--- src/rtl/uart_ctrl_pkg.sv ---
// rtl/uart_ctrl_pkg.sv - shared UART frame control constants, state codes and checksum helper
package uart_ctrl_pkg;

  typedef logic [2:0] state_t;

  localparam state_t ST_IDLE    = 3'd0;
  localparam state_t ST_LEN     = 3'd1;
  localparam state_t ST_PAYLOAD = 3'd2;
  localparam state_t ST_CHECK   = 3'd3;
  localparam state_t ST_HOLD    = 3'd4;

  localparam logic [7:0] SYNC_BYTE_DEFAULT = 8'hA5;

  // Running frame checksum: XOR of LEN and every payload byte
  function automatic logic [7:0] chk_next(input logic [7:0] chk, input logic [7:0] data);
    return chk ^ data;
  endfunction

endpackage

--- src/rtl/uart_frame_buf.sv ---
// rtl/uart_frame_buf.sv - payload RAM with one write port and one registered read port
module uart_frame_buf
  import uart_ctrl_pkg::*;
#(
  parameter int DEPTH = 16,
  parameter int AW    = $clog2(DEPTH)
) (
  input  logic          i_Clock,
  input  logic          wr_en,
  input  logic [AW-1:0] wr_addr,
  input  logic [7:0]    wr_data,
  input  logic          rd_en,
  input  logic [AW-1:0] rd_addr,
  output logic [7:0]    rd_data
);

  logic [7:0] mem [DEPTH];

  // Storage and read register carry no reset; read data holds while rd_en is low
  always_ff @(posedge i_Clock) begin
    if (wr_en) mem[wr_addr] <= wr_data;
    if (rd_en) rd_data <= mem[rd_addr];
  end

endmodule

--- src/rtl/uart_rx_frame_ctrl.sv ---
// rtl/uart_rx_frame_ctrl.sv - turns the UART_RX byte stream into checked, held command frames
module uart_rx_frame_ctrl
  import uart_ctrl_pkg::*;
#(
  parameter int         MAX_PAYLOAD  = 16,
  parameter logic [7:0] SYNC_BYTE    = SYNC_BYTE_DEFAULT,
  parameter int         TIMEOUT_CLKS = 5000,
  parameter int         AW           = $clog2(MAX_PAYLOAD)
) (
  input  logic          i_Clock,
  input  logic          i_Reset_n,
  input  logic          i_RX_DV,
  input  logic [7:0]    i_RX_Byte,
  input  logic [AW-1:0] i_Rd_Addr,
  input  logic          i_Rd_En,
  output logic [7:0]    o_Rd_Data,
  input  logic          i_Frame_Ack,
  output logic          o_Frame_Valid,
  output logic [AW:0]   o_Frame_Len,
  output logic          o_Err_Chk,
  output logic          o_Err_Len,
  output logic          o_Err_Timeout,
  output logic [7:0]    o_Drop_Count,
  output logic [2:0]    o_State
);

  localparam int            TW      = $clog2(TIMEOUT_CLKS);
  localparam logic [TW-1:0] TO_LAST = TW'(TIMEOUT_CLKS - 1);
  localparam logic [7:0]    MAX_LEN = 8'(MAX_PAYLOAD);

  state_t        state;
  logic          dv_q;
  logic          strobe;
  logic [AW:0]   len_q;
  logic [AW-1:0] idx;
  logic [7:0]    chk;
  logic [TW-1:0] to_cnt;
  logic [7:0]    drop_cnt;
  logic          rd_seen;
  logic [7:0]    buf_rd_data;

  // DV is a level; only its rising edge counts as a byte
  assign strobe = i_RX_DV & ~dv_q;

  assign o_State       = state;
  assign o_Frame_Valid = (state == ST_HOLD);
  assign o_Frame_Len   = (state == ST_HOLD) ? len_q : '0;
  assign o_Drop_Count  = drop_cnt;
  assign o_Rd_Data     = rd_seen ? buf_rd_data : 8'h00;

  uart_frame_buf #(
    .DEPTH (MAX_PAYLOAD),
    .AW    (AW)
  ) u_buf (
    .i_Clock (i_Clock),
    .wr_en   (strobe && (state == ST_PAYLOAD)),
    .wr_addr (idx),
    .wr_data (i_RX_Byte),
    .rd_en   (i_Rd_En),
    .rd_addr (i_Rd_Addr),
    .rd_data (buf_rd_data)
  );

  // Registered copy of DV for rising-edge detection
  always_ff @(posedge i_Clock or negedge i_Reset_n) begin
    if (!i_Reset_n) dv_q <= 1'b0;
    else            dv_q <= i_RX_DV;
  end

  // Frame FSM with checksum, length capture and inter-byte timeout
  always_ff @(posedge i_Clock or negedge i_Reset_n) begin
    if (!i_Reset_n) begin
      state         <= ST_IDLE;
      len_q         <= '0;
      idx           <= '0;
      chk           <= 8'h00;
      to_cnt        <= '0;
      o_Err_Chk     <= 1'b0;
      o_Err_Len     <= 1'b0;
      o_Err_Timeout <= 1'b0;
    end else begin
      o_Err_Chk     <= 1'b0;
      o_Err_Len     <= 1'b0;
      o_Err_Timeout <= 1'b0;
      case (state)
        ST_IDLE: begin
          to_cnt <= '0;
          if (strobe && (i_RX_Byte == SYNC_BYTE)) state <= ST_LEN;
        end
        ST_LEN, ST_PAYLOAD, ST_CHECK: begin
          if (strobe) begin
            to_cnt <= '0;
            if (state == ST_LEN) begin
              if ((i_RX_Byte == 8'h00) || (i_RX_Byte > MAX_LEN)) begin
                o_Err_Len <= 1'b1;
                state     <= ST_IDLE;
              end else begin
                len_q <= i_RX_Byte[AW:0];
                chk   <= i_RX_Byte;
                idx   <= '0;
                state <= ST_PAYLOAD;
              end
            end else if (state == ST_PAYLOAD) begin
              chk <= chk_next(chk, i_RX_Byte);
              idx <= idx + 1'b1;
              if ({1'b0, idx} == (len_q - 1'b1)) state <= ST_CHECK;
            end else begin
              if (i_RX_Byte == chk) begin
                state <= ST_HOLD;
              end else begin
                o_Err_Chk <= 1'b1;
                state     <= ST_IDLE;
              end
            end
          end else if (to_cnt == TO_LAST) begin
            o_Err_Timeout <= 1'b1;
            to_cnt        <= '0;
            state         <= ST_IDLE;
          end else begin
            to_cnt <= to_cnt + 1'b1;
          end
        end
        ST_HOLD: begin
          to_cnt <= '0;
          if (i_Frame_Ack) state <= ST_IDLE;
        end
        default: state <= ST_IDLE;
      endcase
    end
  end

  // Bytes arriving while a frame is held are discarded and counted, saturating
  always_ff @(posedge i_Clock or negedge i_Reset_n) begin
    if (!i_Reset_n)                                          drop_cnt <= 8'h00;
    else if (strobe && (state == ST_HOLD) && (drop_cnt != 8'hFF)) drop_cnt <= drop_cnt + 1'b1;
  end

  // Read data reads as 0 after reset until the first read request
  always_ff @(posedge i_Clock or negedge i_Reset_n) begin
    if (!i_Reset_n)   rd_seen <= 1'b0;
    else if (i_Rd_En) rd_seen <= 1'b1;
  end

endmodule

--- config.mk ---
export PLATFORM = sky130hd
export DESIGN_NAME = uart_rx_frame_ctrl
export DESIGN_NICKNAME = d
export VERILOG_FILES = /design/src/rtl/uart_ctrl_pkg.sv /design/src/rtl/uart_frame_buf.sv /design/src/rtl/uart_rx_frame_ctrl.sv
export SDC_FILE = /design/constraint.sdc
export NUM_CORES = 1
export LEC_CHECK = 0
export ABC_AREA = 1
export BUFFER_PORTS_ARGS = -buffer_cell sky130_fd_sc_hd__buf_2
export CORE_ASPECT_RATIO = 0.75
export CORE_MARGIN = 1
export CORE_UTILIZATION = 55
export CTS_BUF_LIST = sky130_fd_sc_hd__clkbuf_2
export CTS_CLUSTER_DIAMETER = 60
export CTS_CLUSTER_SIZE = 20
export DETAILED_ROUTE_END_ITERATION = 12
export PLACE_DENSITY = 0.83
export REMOVE_ABC_BUFFERS = 1
export SKIP_LAST_GASP = 1
export SLEW_MARGIN = 20
export SYNTH_ARGS = -nofsm -noshare
export SYNTH_HDL_FRONTEND = slang
export SYNTH_HIERARCHICAL = 1
export SYNTH_SLANG_ARGS = --single-unit
--- constraint.sdc ---
create_clock -name i_Clock -period 1.8 [get_ports i_Clock]
set_clock_uncertainty 0.15 [all_clocks]
set_input_delay 0.18 -clock i_Clock [delete_from_list [all_inputs] [get_ports i_Clock]]
set_output_delay 0.18 -clock i_Clock [all_outputs]
set_load 0.03 [all_outputs]
==> results.md <==
- Slew @ Worst Pin: 0.712 ns
- FMAX: 420 MHz
- Post-synthesis cell count: 915
- Largest net degree at the start of global routing: 42
- CP Cell Sequence: buf_6 > nor2_4 > nand2_4 > nor2_1 > buf_4
- Final Cycle Share: 1.32
- Sequential share of the synthesized area: 0.615
- DRC: 0
- Area leader, netlist: edfxtp_1
- Num ports: 45
- RSZ-0062 raised after global routing: yes
- # rows: 38
- Hold Violations, Final: 0
- HPWL after detailed placement: 13500 um
- Root Driver: clkbuf_2
- Die Height: 110 um
- Port bufs: 44
- Congestion Overflow GR: 0
- Max cap viols: 0
- Setup WS post-layout: -0.580 ns
- Max IR drop VDD: 0.680 mV
- Net Sw Power: 3.52 mW
- Layout fillers: 943
- Die X: 146 um
- Clk Latency, worst-skew pair: 0.79 ns
- Gpl congestion: 0.883
- Int Pwr: 6.28 mW
- First-pass GRT wire length: 32400 um
- Crit end category: output port
- #FFs+latches synth: 182
- Final setup violation count: 169
- Yosys cell types: 34
- WL per Instance: 18.5 um
- Clock sink total: 182
- CP max FO: 3
- Combinational share of power: 0.288
- WP data required: 1.47 ns
- Core area: 14800 um2
- Hold crit path type: in2reg
- Post-synthesis cell area: 8510 um2
- Slew Limit Fails: 0
- Clk slew on worst S/H paths: 0.27 ns
- Most frequent cells after synthesis: 297 x nand2_1, 143 x inv_1, 136 x edfxtp_1, 113 x nand3_1, 57 x nor2_1
- Warnings from Yosys: 6
- Critical Path Max Stage Delay: 0.47 ns
- Most common cell in the synthesized netlist: nand2_1
- P_leak: 4.72 nW
- Switching Fraction: 0.359
- Crit path arrival time: 2.05 ns
- Vias in the first global route: 6245
- All-Layer GR Usage: 0.274
- Worst setup SP type: flip-flop
- Placed cells: 1186
- Top post-synthesis cells by area: edfxtp_1 48%, dfrtp_1 14%, nand2_1 13%
- 1st-iter DRT viols: 867
- Total Nets Final: 1080
- Area growth syn-to-layout: 23.5%
- FFs w/ async S/R, synth: 0.253
- Post-DRT Antenna Nets: 0
- Routed Wire Length: 23600 um
- Vias per inst: 5.59
- Main flop type after synthesis: edfxtp_1
- Setup TNS: -34.07 ns
- Share of the synthesized area in the top cell type: 0.480
- Outcome: finished, violations left
- Initial antenna violation count: 2
- Slowest CP cell: dfrtp_1
- Largest buffer count on any clock path: 2
- Failing checks: setup timing
- Crit path time final: 2.38 ns
- CTS tree: yes
- PwrDens: 933 nW/um2
- H-tree Lvls: 4
- WP buf/inv: 2
- Syn avg cell area: 9.31 um2
- Kind of critical path: reg2out
- Number of buffers created by CTS: 17
- EDFF count, synth: 136
- Relative slew slack: 0.524
- Design Power: 9.81 mW
- Clock network fraction of total power: 0.192
- Cell Count, Final, Fillers Out: 1273
- Pre-antenna DRT Iters: 6
- Die Area: 16000 um2
- Sequential Power Share: 0.520
- Ratio of cells with drive above 1 in the final layout: 0.239
- Cell family with most CP delay: flip-flops
- Starting Density: 0.576
- Vias: 7111
[power groups by stage]
stage | sequential, mW | clock, mW | combinational, mW
2_1_floorplan | 5.13 | 0 | 1.18
3_3_place_gp | 5.10 | 0 | 1.93
3_5_place_dp | 5.11 | 0 | 1.97
4_1_cts | 5.04 | 1.86 | 2.17
5_1_grt | 5.13 | 2.05 | 2.99
6_report | 5.10 | 1.88 | 2.83
[repair_timing]
item                                   CTS  global route
setup buffers                           15            17
setup endpoints to repair               61           182
cloned                                   0             2
pin swaps                                6            25
gates resized for setup                 58           150
hold buffers                            22             0
endpoints found under the hold margin  221             0
[final cells by class]
class | instances | area, um2 | area share
flip-flops and latches | 182 | 5240 | 0.498
multi-input cells | 556 | 2860 | 0.272
repair buffers | 151 | 1360 | 0.130
inverters | 150 | 589 | 0.0561
well taps | 200 | 250 | 0.0238
clock inverters | 14 | 114 | 0.0108
clock buffers | 17 | 85.1 | 0.00809
repair inverters | 1 | 11.3 | 0.00107
diodes | 2 | 5.00 | 0.000476
[path summary, 6_finish.rpt]
kind | from | to | slack, ns | cells after the start
max | o_State[0]$_DFFE_PN0P_ | o_Frame_Len[4] | -0.58 | 5
min | i_RX_Byte[5] | u_buf/mem[12][5]$_DFFE_PP_ | 0.12 | 2
max reg2reg | o_State[2]$_DFFE_PN0P_ | u_buf/mem[15][5]$_DFFE_PP_ | -0.27 | 9
min reg2reg | chk[3]$_DFFE_PN0P_ | chk[3]$_DFFE_PN0P_ | 0.40 | 2
max in group asynchronous | i_Reset_n | o_State[1]$_DFFE_PN0P_ | 0.42 | 4
min in group asynchronous | i_Reset_n | dv_q$_DFF_PN0_ | 0.39 | 4
[kinds of logic (layout without fill, tap and decap cells)]
family,after synthesis,in the layout,synth area share
and+or+nand+nor,490,491,0.243
adders and majority gates,4,4,0.00588
xor gates and xnor gates,22,22,0.0226
buffers and inverters,178,333,0.0889
other,0,2,0
AOI/OAI and AO/OA,39,39,0.0248
DFF,182,182,0.615
[layout by cell type (no fill, tap or decap), types with 3 or more instances in the layout]
cell type	count
nor3_1	4
inv_2	16
buf_4	61
xor2_1	11
nand2_4	8
a21oi_1	4
nand4_1	4
o21ai_0	16
nand2_2	20
dfrtp_1	44
buf_2	19
nand2_1	271
inv_1	128
o22ai_1	5
xnor2_1	11
clkinvlp_4	6
nor2_2	10
nand3_1	110
inv_4	4
nor2_1	34
clkbuf_2	17
buf_12	3
nor2_4	16
edfxtp_1	136
o21ai_1	7
dlygate4sd3_1	20
buf_6	46
clkinv_2	4
[per-stage QoR]
step / hold WS (ns) / area, um2 / utilization / setup WS (ns)
6_report: 0.117 / 10500 / 0.711 / -0.580
5_1_grt: 0.0793 / 10500 / 0.711 / -0.637
4_1_cts: 0.0659 / 9930 / 0.671 / -0.454
2_1_floorplan: -0.266 / 8320 / - / -0.332
3_3_place_gp: -0.0427 / 9230 / 0.624 / 0.00986
3_5_place_dp: -0.0403 / 9230 / 0.624 / 0.000107
[per-layer routing]
layer,global-route usage,up-vias,part of all wire
met1,0.381,3316,0.38
met4,0.0977,0,0.032
met5,0,-,0
li1,-,3218,-
met2,0.416,490,0.46
met3,0.0780,87,0.13
[registers in the layout (all words and copies together) (netlist names)]
name / cells
u_buf/rd_data: 8
u_buf/mem: 128
chk: 8
rd_seen: 1
o_State: 3
o_Err_Timeout: 1
o_Drop_Count: 8
dv_q: 1
o_Err_Len: 1
idx: 4
len_q: 5
o_Err_Chk: 1
to_cnt: 13
Power figures use the tool's default switching activity.
